**config.mk**
```make
export PLATFORM = sky130hd
export DESIGN_NAME = load_store_unit_flat
export DESIGN_NICKNAME = d
export VERILOG_FILES = /design/src/rtl/load_store_unit_if.sv /design/src/rtl/load_store_unit.sv /design/src/flat_wrapper.sv
export SDC_FILE = /design/constraint.sdc
export NUM_CORES = 1
export LEC_CHECK = 0
export ABC_AREA = 1
export CAP_MARGIN = 15
export CORE_MARGIN = 2
export CORE_UTILIZATION = 54
export CTS_CLUSTER_DIAMETER = 200
export CTS_CLUSTER_SIZE = 28
export DETAILED_ROUTE_END_ITERATION = 16
export GPL_TIMING_DRIVEN = 0
export PLACE_DENSITY_LB_ADDON = 0.15
export SLEW_MARGIN = 20
export SYNTH_ARGS = -nofsm -noshare
export SYNTH_HDL_FRONTEND = slang
export SYNTH_SLANG_ARGS = --single-unit
```
**constraint.sdc**
```tcl
create_clock -name clk -period 3.21 [get_ports clk]
set_input_delay 0.4815 -clock clk [delete_from_list [all_inputs] [get_ports clk]]
set_output_delay 0.4815 -clock clk [all_outputs]
set_load 0.02 [all_outputs]
```
**src/rtl/load_store_unit_if.sv**
```systemverilog
// Core request/response and data-memory port bundle for the load/store unit.
// The slave side is the LSU; the master side is the core plus the memory.
interface load_store_unit_if #(
  parameter int DATA_WIDTH    = 32,
  parameter int ADDRESS_WIDTH = 32
);
  logic                     req_valid;
  logic                     req_ready;
  logic                     req_we;
  logic [2:0]               req_funct3;
  logic [ADDRESS_WIDTH-1:0] req_addr;
  logic [DATA_WIDTH-1:0]    req_wdata;
  logic                     rsp_valid;
  logic [DATA_WIDTH-1:0]    rsp_rdata;
  logic                     rsp_err;
  logic [ADDRESS_WIDTH-1:0] mem_addr;
  logic [DATA_WIDTH-1:0]    mem_wdata;
  logic                     mem_we;
  logic [DATA_WIDTH-1:0]    mem_rdata;

  modport slave (
    input  req_valid, req_we, req_funct3, req_addr, req_wdata, mem_rdata,
    output req_ready, rsp_valid, rsp_rdata, rsp_err, mem_addr, mem_wdata, mem_we
  );

  modport master (
    output req_valid, req_we, req_funct3, req_addr, req_wdata, mem_rdata,
    input  req_ready, rsp_valid, rsp_rdata, rsp_err, mem_addr, mem_wdata, mem_we
  );
endinterface

```
**src/rtl/load_store_unit.sv**
```systemverilog
// Load/store unit: one request at a time, word-aligned memory accesses,
// load extension and read-modify-write for byte/halfword stores.
module load_store_unit #(
  parameter int DATA_WIDTH    = 32,
  parameter int ADDRESS_WIDTH = 32
) (
  input logic              clk,
  input logic              rst,
  load_store_unit_if.slave bus
);

  typedef enum logic [2:0] {
    ST_IDLE = 3'd0,
    ST_RD   = 3'd1,
    ST_DATA = 3'd2,
    ST_WR   = 3'd3,
    ST_RESP = 3'd4
  } state_t;

  state_t                   state_r;
  logic                     we_r;
  logic [2:0]               funct3_r;
  logic [1:0]               lane_r;
  logic [DATA_WIDTH-1:0]    wdata_r;
  logic [ADDRESS_WIDTH-1:0] mem_addr_r;
  logic [DATA_WIDTH-1:0]    mem_wdata_r;
  logic                     mem_we_r;
  logic                     rsp_valid_r;
  logic [DATA_WIDTH-1:0]    rsp_rdata_r;
  logic                     rsp_err_r;

  // Illegal width for the direction, or address not aligned to the access size.
  function automatic logic req_error(input logic we, input logic [2:0] f3, input logic [1:0] a);
    logic bad_f3;
    logic misaligned;
    if (we) begin
      bad_f3 = (f3 != 3'b000) && (f3 != 3'b001) && (f3 != 3'b010);
    end else begin
      bad_f3 = (f3 == 3'b011) || (f3 == 3'b110) || (f3 == 3'b111);
    end
    case (f3[1:0])
      2'b01:   misaligned = a[0];
      2'b10:   misaligned = (a != 2'b00);
      default: misaligned = 1'b0;
    endcase
    return bad_f3 || misaligned;
  endfunction

  // Select the addressed byte/half of a memory word and sign/zero-extend it.
  function automatic logic [DATA_WIDTH-1:0] load_extend(input logic [DATA_WIDTH-1:0] word,
                                                         input logic [2:0] f3,
                                                         input logic [1:0] a);
    logic [DATA_WIDTH-1:0] shifted;
    logic [7:0]            b;
    logic [15:0]           h;
    logic [DATA_WIDTH-1:0] result;
    shifted = word >> {a, 3'b000};
    b       = shifted[7:0];
    h       = a[1] ? word[31:16] : word[15:0];
    case (f3)
      3'b000:  result = {{(DATA_WIDTH-8){b[7]}}, b};
      3'b100:  result = {{(DATA_WIDTH-8){1'b0}}, b};
      3'b001:  result = {{(DATA_WIDTH-16){h[15]}}, h};
      3'b101:  result = {{(DATA_WIDTH-16){1'b0}}, h};
      3'b010:  result = word;
      default: result = {DATA_WIDTH{1'b0}};
    endcase
    return result;
  endfunction

  // Overlay right-aligned store data onto the addressed lane(s) of the old word.
  function automatic logic [DATA_WIDTH-1:0] store_merge(input logic [DATA_WIDTH-1:0] word,
                                                         input logic [DATA_WIDTH-1:0] d,
                                                         input logic [2:0] f3,
                                                         input logic [1:0] a);
    logic [DATA_WIDTH-1:0] m;
    m = word;
    case (f3[1:0])
      2'b00:   m[{a, 3'b000} +: 8] = d[7:0];
      2'b01:   m[{a[1], 4'b0000} +: 16] = d[15:0];
      default: m = d;
    endcase
    return m;
  endfunction

  // Request sequencing FSM; every bus output is registered here.
  always_ff @(posedge clk) begin
    if (rst) begin
      state_r     <= ST_IDLE;
      we_r        <= 1'b0;
      funct3_r    <= 3'b000;
      lane_r      <= 2'b00;
      wdata_r     <= {DATA_WIDTH{1'b0}};
      mem_addr_r  <= {ADDRESS_WIDTH{1'b0}};
      mem_wdata_r <= {DATA_WIDTH{1'b0}};
      mem_we_r    <= 1'b0;
      rsp_valid_r <= 1'b0;
      rsp_rdata_r <= {DATA_WIDTH{1'b0}};
      rsp_err_r   <= 1'b0;
    end else begin
      mem_we_r    <= 1'b0;
      rsp_valid_r <= 1'b0;
      case (state_r)
        ST_IDLE: begin
          if (bus.req_valid) begin
            we_r     <= bus.req_we;
            funct3_r <= bus.req_funct3;
            lane_r   <= bus.req_addr[1:0];
            wdata_r  <= bus.req_wdata;
            if (req_error(bus.req_we, bus.req_funct3, bus.req_addr[1:0])) begin
              rsp_err_r   <= 1'b1;
              rsp_rdata_r <= {DATA_WIDTH{1'b0}};
              rsp_valid_r <= 1'b1;
              state_r     <= ST_RESP;
            end else if (bus.req_we && (bus.req_funct3 == 3'b010)) begin
              mem_addr_r  <= {bus.req_addr[ADDRESS_WIDTH-1:2], 2'b00};
              mem_wdata_r <= bus.req_wdata;
              mem_we_r    <= 1'b1;
              state_r     <= ST_WR;
            end else begin
              mem_addr_r <= {bus.req_addr[ADDRESS_WIDTH-1:2], 2'b00};
              state_r    <= ST_RD;
            end
          end else begin
            state_r <= ST_IDLE;
          end
        end
        ST_RD: begin
          state_r <= ST_DATA;
        end
        ST_DATA: begin
          if (we_r) begin
            mem_wdata_r <= store_merge(bus.mem_rdata, wdata_r, funct3_r, lane_r);
            mem_we_r    <= 1'b1;
            state_r     <= ST_WR;
          end else begin
            rsp_rdata_r <= load_extend(bus.mem_rdata, funct3_r, lane_r);
            rsp_err_r   <= 1'b0;
            rsp_valid_r <= 1'b1;
            state_r     <= ST_RESP;
          end
        end
        ST_WR: begin
          rsp_rdata_r <= {DATA_WIDTH{1'b0}};
          rsp_err_r   <= 1'b0;
          rsp_valid_r <= 1'b1;
          state_r     <= ST_RESP;
        end
        ST_RESP: begin
          state_r <= ST_IDLE;
        end
        default: begin
          state_r <= ST_IDLE;
        end
      endcase
    end
  end

  // Write enable is masked by reset so an interrupted store never lands.
  assign bus.mem_we    = mem_we_r && !rst;
  assign bus.req_ready = (state_r == ST_IDLE) && !rst;
  assign bus.mem_addr  = mem_addr_r;
  assign bus.mem_wdata = mem_wdata_r;
  assign bus.rsp_valid = rsp_valid_r;
  assign bus.rsp_rdata = rsp_rdata_r;
  assign bus.rsp_err   = rsp_err_r;

endmodule

```
**src/flat_wrapper.sv**
```systemverilog
// flat-port wrapper written by rule: the top's interface ports become plain ports
module load_store_unit_flat 
#(
  parameter int DATA_WIDTH    = 32,
  parameter int ADDRESS_WIDTH = 32
)
  (clk, rst, bus_req_valid, bus_req_we, bus_req_funct3, bus_req_addr, bus_req_wdata, bus_mem_rdata, bus_req_ready, bus_rsp_valid, bus_rsp_rdata, bus_rsp_err, bus_mem_addr, bus_mem_wdata, bus_mem_we);
  load_store_unit_if #(.DATA_WIDTH(DATA_WIDTH), .ADDRESS_WIDTH(ADDRESS_WIDTH)) bus_i ();
  input logic clk;
  input logic rst;
  input wire logic [$bits(bus_i.req_valid)-1:0] bus_req_valid;
  input wire logic [$bits(bus_i.req_we)-1:0] bus_req_we;
  input wire logic [$bits(bus_i.req_funct3)-1:0] bus_req_funct3;
  input wire logic [$bits(bus_i.req_addr)-1:0] bus_req_addr;
  input wire logic [$bits(bus_i.req_wdata)-1:0] bus_req_wdata;
  input wire logic [$bits(bus_i.mem_rdata)-1:0] bus_mem_rdata;
  output wire logic [$bits(bus_i.req_ready)-1:0] bus_req_ready;
  output wire logic [$bits(bus_i.rsp_valid)-1:0] bus_rsp_valid;
  output wire logic [$bits(bus_i.rsp_rdata)-1:0] bus_rsp_rdata;
  output wire logic [$bits(bus_i.rsp_err)-1:0] bus_rsp_err;
  output wire logic [$bits(bus_i.mem_addr)-1:0] bus_mem_addr;
  output wire logic [$bits(bus_i.mem_wdata)-1:0] bus_mem_wdata;
  output wire logic [$bits(bus_i.mem_we)-1:0] bus_mem_we;
  assign bus_i.req_valid = bus_req_valid;
  assign bus_i.req_we = bus_req_we;
  assign bus_i.req_funct3 = bus_req_funct3;
  assign bus_i.req_addr = bus_req_addr;
  assign bus_i.req_wdata = bus_req_wdata;
  assign bus_i.mem_rdata = bus_mem_rdata;
  assign bus_req_ready = bus_i.req_ready;
  assign bus_rsp_valid = bus_i.rsp_valid;
  assign bus_rsp_rdata = bus_i.rsp_rdata;
  assign bus_rsp_err = bus_i.rsp_err;
  assign bus_mem_addr = bus_i.mem_addr;
  assign bus_mem_wdata = bus_i.mem_wdata;
  assign bus_mem_we = bus_i.mem_we;
  load_store_unit #(.DATA_WIDTH(DATA_WIDTH), .ADDRESS_WIDTH(ADDRESS_WIDTH)) u_core (.clk(clk), .rst(rst), .bus(bus_i));
endmodule
```
==> flow_summary.ini, run 1 <==
[global_routing]
grt_pass1_vias = 9516
grt_overflow_total = 0
track_usage_pct = 39.4
grt_pass1_wl_um = 49300
antenna_found_initial = 0
grt_max_degree = 17

[cells_and_area]
finalNonFillerCells = 1726
final_common_cell = nand2_1
num_antenna_cells = 0
drive_gt1_share_pct = 7.52
fin_util_pct = 74.7
layout_common_cells = nand2_1 (358), clkdlybuf4s50_1 (200), nor2_1 (184)
final_nets = 1641
area_growth_pct = 35.1

[place]
globalplace.congestion = 0.999
post-dp-hpwl_um = 23500
placed_cells = 1694
pre_cts_slack_ns = 0.237
portBuffers = 200

[synth]
synthAdderAreaFrac_pct = 1.40
yosys_warnings = 0
async_flop_share_pct = 0
synthSimpleGateAreaFrac_pct = 35.8
synth-compound-area-share_pct = 17.7
ys_ff_latch = 138
synthesis.area_um2 = 8040
ys.flop_type = dfxtp_1
synthXorXnorAreaFrac_pct = 0
synth_cell_types = 29
syn_avg_cell_area_um2 = 6.14
synth_cells = 1309
synth_edf_count = 0
synth_top_family_by_area = simple AND/OR/NAND/NOR gates
ys_seq_area_share_pct = 34.4
muxShareOfSynthArea_pct = 0

[detailed_routing]
ant_nets = 0
detail_route.first_pass.iterations = 6
wl_met2_um = 14500
vias = 9871
remaining_drc_errors = 0
drtIter0Drc = 1134
top_layer_used = met4
wl_met1_um = 11600
wl_per_cell_um = 18.1
wl_um = 31300
viasPerCell = 5.72
wl_met3_um = 3530

[die]
die-area_um2 = 15900
die_w_um = 126
rows = 44
die_y_um = 126
io_pins = 203
core_um2 = 14500
start_util_pct = 55.3

[sta]
max_slew.worst_pin.slew_ns = 0.844
hold_viol = 0
maxSlewHeadroom_pct = 43.3
skew_ns = 0.00938
fin_crit_ns = 2.96
finalSetupTns_ns = 0
max_freq_mhz = 337
rsz0062_at_grt = false
setup_viol = 0
slew_violations = 0
fin_ws_ns = 0.246
min_period_over_period_pct = 92.3

[clock_tree]
cts_buffers = 17
cts_tree = built
cts-htree-levels = 4
cts.sinks = 138
post_cts_buffers = 0
worstSkewPairLatency_ns = 0.44
cts-root-buf = clkbuf_16
clockBufferDepth = 2
clkTransAtPathRegs_ns = 0.07

[setup_path]
r2r_slack_ns = 0.25
worstSetupPathType = flip-flop to flip-flop
cp-end-kind = flip-flop
crit_arrival_ns = 3.34
ff2ff_path_depth = 12
critPathMaxFanout = 12
r2r-end = u_core.bus.mem_wdata[23]
timing.rr.start = u_core.lane_r[1]
required_ns = 3.59
setup.worst_path.start_class = flip-flop

[power_and_ir_drop]
combPwrFrac_pct = 27.0
seqPwrFrac_pct = 35.8
p_clk_share_pct = 37.2
vdd_drop_max_v = 0.000380
p_int_mw = 3.39
switching_share_pct = 36.5
p_per_area_nw_per_um2 = 492
p_leak_nw = 4.73
power.switching_mw = 1.95

[min_path]
min_to = u_core.bus.rsp_rdata[24]
hold_start = u_core.bus.rsp_rdata[24]
hold_depth = 2
hp-class = flip-flop to flip-flop

[flow_run]
maxCapViolations = 0

[status]
status = completed
==> metal layers <==
layer	global-route usage, %	up-vias
met2	66.1	617
met3	9.94	125
li1	-	4646
met1	46.4	4483
met5	0	-
met4	20.9	0
==> registers in the layout (all words and copies together) (netlist names) <==
| register | count |
|---|---|
| u_core.bus.mem_wdata | 32 |
| u_core.bus.rsp_rdata | 32 |
| u_core.wdata_r | 32 |
| u_core.bus.mem_addr | 30 |
| u_core.funct3_r | 3 |
| u_core.state_r | 3 |
| u_core.lane_r | 2 |
| u_core.bus.rsp_err | 1 |
| u_core.bus.rsp_valid | 1 |
| u_core.mem_we_r | 1 |
| u_core.we_r | 1 |
==> Yosys cell counts (2+ instances only) <==
library cell  number  area (µm²)
dfxtp_1          138        2760
clkbuf_1          45         169
buf_1              3        11.3
buf_2             27         135
nand4_1            5        31.3
buf_6              5        56.3
inv_2              4        15.0
o21bai_1           4        30.0
nand2_2            3        18.8
a21oi_1          144         721
buf_4             12        90.1
o21ai_0           89         445
nor2_1           185         694
nor3_1             2        10.0
nand3_1          116         581
inv_1             99         372
or2_2             25         156
nand2_1          358        1340
nor2_4             2        22.5
o211ai_1          26         195
ha_1               9         113
==> what timing repair did <==
action | in CTS | in global routing
hold buffers | 0 | 0
endpoints found under the setup margin | 0 | 1
resized for setup | 0 | 1
==> per-stage QoR <==
step	hold WS, ns	cell area (µm²)	power (mW)
floorplan	0.430	8040	2.76
global placement	0.442	10300	3.31
detailed placement	0.451	10300	3.33
CTS	0.461	10900	5.27
global route	0.487	10900	5.53
finish	0.461	10900	5.34
==> worst max-delay path by stage <==
stage / from / end / slack (ns) / cells past startpoint
after floorplan: u_core.lane_r[1] / u_core.bus.mem_wdata[5] / 1.12 / 13
after global placement: u_core.lane_r[1] / u_core.bus.mem_wdata[3] / 0.31 / 13
after detailed placement: u_core.lane_r[1] / u_core.bus.mem_wdata[3] / 0.24 / 13
after CTS: u_core.lane_r[1] / u_core.bus.mem_wdata[3] / 0.22 / 13
after global routing: u_core.lane_r[1] / u_core.bus.mem_wdata[23] / 0.05 / 12
final: u_core.lane_r[1] / u_core.bus.mem_wdata[23] / 0.25 / 12
==> cell type report <==
cell class / count / area [µm²]
timing repair buffer: 200 / 2000
clock inverter: 14 / 146
clock buffer: 18 / 439
buffer: 93 / 467
fill: 1208 / 3670
multi-input combinational: 975 / 4420
tap: 184 / 230
inverter: 104 / 390
sequential: 138 / 2760
==> critical path: stages (launching register included) <==
cell and delay [ns]:
dfxtp_1 0.52, inv_2 0.18, clkbuf_1 0.30, ha_1 0.36, clkbuf_1 0.41, nand2_1 0.14
nor2_1 0.40, nand2_1 0.19, nand2_1 0.11, o21bai_1 0.08, nand3_1 0.08, nand2_1 0.06
nor2_1 0.09
==> power by group through the flow <==
stage,clock network (mW),logic [mW],registers [mW]
3_5_place_dp,0,1.39,1.94
3_3_place_gp,0,1.37,1.94
5_1_grt,2.04,1.57,1.92
2_1_floorplan,0,0.780,1.98
4_1_cts,1.96,1.40,1.91
6_report,1.99,1.44,1.91
==> kinds of logic (layout without fill, tap and decap cells) <==
group,Yosys count,after routing
DFF,138,138
adders and majority gates,9,9
other,1,2
buffers and inverters,197,429
AOI/OAI and AO/OA,266,266
and+or+nand+nor,698,698
(Power assumes the default switching activity.)
==> inputs of run 2 (changes only) <==
- CELL_PAD_IN_SITES_DETAIL_PLACEMENT: default -> 1
- CELL_PAD_IN_SITES_GLOBAL_PLACEMENT: default -> 2
- CORE_UTILIZATION: 54 -> 28
- CTS_CLUSTER_SIZE: 28 -> 14
==> run 2 against run 1 <==
Effect of this change:
- critical path depth rose by 1
- clock-buffer cell count down 1
- setup slack got worse by 0.038 ns
- largest power group unchanged
- via count fell by 6.2%
- first-iteration DRC count shrank 52%
- register-to-register slack lost 0.04 ns
- hold slack about the same
- design area grew 2.4%
- highest routed layer unchanged
- final cell count grew 12%
==> flow_summary.ini, run 2 (synthesized netlist as in run 1, its figures left out) <==
[place]
placed_area_um2 = 10500
portBuffers = 200
globalplace.congestion = 0.931
post-dp-hpwl_um = 28300

[sta]
min_period_over_period_pct = 93.5
finalSetupTns_ns = 0
skew_ns = 0.0137
max_slew.worst_pin.slew_ns = 0.837
slew_violations = 0
max_freq_mhz = 333
fin_crit_ns = 3.00
rsz0062_at_grt = false
hold_viol = 0
maxSlewHeadroom_pct = 43.8
setup_viol = 0

[setup_path]
crit_arrival_ns = 3.38
timing.rr.start = u_core.lane_r[1]
critPathMaxFanout = 12
cp-end-kind = flip-flop
cpMaxStageDelayCell = nor2_1
cp_common_cell = nand2_1
timing.critical_path.from = u_core.lane_r[1]
cpPeakStageDelay_ns = 0.54
crit_chain = inv_2 > clkbuf_1 > ha_1 > clkbuf_1 > nor2_1 > nand2_1 > nand2_1 > nand2_1 > nand3_1 > nand2_1 > nand3_1 > nand2_1 > nor2_1
setup.worst_path.start_class = flip-flop
required_ns = 3.59
worstSetupPathType = flip-flop to flip-flop

[cells_and_area]
area_growth_pct = 38.4
final_nets = 1641
final_common_cell = nand2_1
nFillCells = 3710
regArea_um2 = 2760
drive_gt1_share_pct = 7.46
final_area_um2 = 11100
num_antenna_cells = 0
layout_common_cells = nand2_1 (358), clkdlybuf4s50_1 (200), nor2_1 (185)
multiInputGateArea_um2 = 4420

[status]
status = completed

[global_routing]
grt_pass1_vias = 9552
antenna_found_initial = 0
grt_max_degree = 18
grt_pass1_wl_um = 55100
track_usage_pct = 23.9
grt_overflow_total = 0

[die]
die_w_um = 173
die-area_um2 = 30100
die_y_um = 173
io_pins = 203
rows = 62
start_util_pct = 28.2
core_um2 = 28500

[min_path]
hold_start = u_core.bus.rsp_rdata[15]
hp-class = flip-flop to flip-flop

[power_and_ir_drop]
vdd_drop_max_v = 0.000257
total_power_mw = 5.43
p_leak_nw = 4.74
p_per_area_nw_per_um2 = 488

[detailed_routing]
detail_route.first_pass.iterations = 5
viasPerCell = 4.81
wl_um = 36100
remaining_drc_errors = 0
wl_per_cell_um = 18.7
ant_nets = 0
drtIter0Drc = 547
vias = 9260

[clock_tree]
cts-htree-levels = 4
cts_tree = built
clockBufferDepth = 2
cts-root-buf = clkbuf_16
cts_resized = 0
clkTransAtPathRegs_ns = 0.07
post_cts_buffers = 0
cts_buffers = 17
cts-hold-fix-buffers = 0
cts.sinks = 138
worstSkewPairLatency_ns = 0.45

[flow_run]
maxCapViolations = 0
[run 2: worst paths after layout]
check | end | slack (ns) | depth (start not counted)
worst min-delay path | u_core.bus.rsp_rdata[15] | 0.46 | 2
worst max register to register | u_core.bus.mem_wdata[0] | 0.21 | 13
worst max-delay path | u_core.bus.mem_wdata[0] | 0.21 | 13
worst min register to register | u_core.bus.rsp_rdata[15] | 0.46 | 2
[run 2: layer usage]
metal | GRT usage (%) | part of all wire, % | vias up
met5 | 0 | 0 | -
met4 | 7.94 | 2.2 | 0
met3 | 4.50 | 5.0 | 46
met2 | 39.9 | 46 | 234
met1 | 31.0 | 47 | 4354
li1 | - | - | 4626
[run 2: power by group]
group          switching, mW  internal (mW)
sequential            0.0932           1.82
combinational          0.949          0.512
clock                  0.997           1.05
[run 2: critical path: cells and delay by family, from the launching register on]
family | cells | cell delay (ns)
simple gates | 9 | 1.27
buf+inv | 3 | 0.91
fa+ha+maj | 1 | 0.34
flops | 1 | 0.40
[run 2: stage by stage]
stage,util (%),hold slack [ns],instances,worst slack [ns]
6_report,39.1,0.460,1926,0.208
5_1_grt,39.1,0.482,1926,0.0165
4_1_cts,39.1,0.465,1926,0.259
3_5_place_dp,37.0,0.453,1894,0.284
3_3_place_gp,37.0,0.442,1894,0.316
2_1_floorplan,-,0.430,1310,1.12
[run 2: cell type report]
class / count / area share, %
timing repair buffer: 200 / 18.0
clock buffer: 17 / 3.83
inverter: 104 / 3.51
multi-input combinational: 975 / 39.7
sequential: 138 / 24.8
tap: 384 / 4.32
buffer: 93 / 4.20
clock inverter: 15 / 1.55
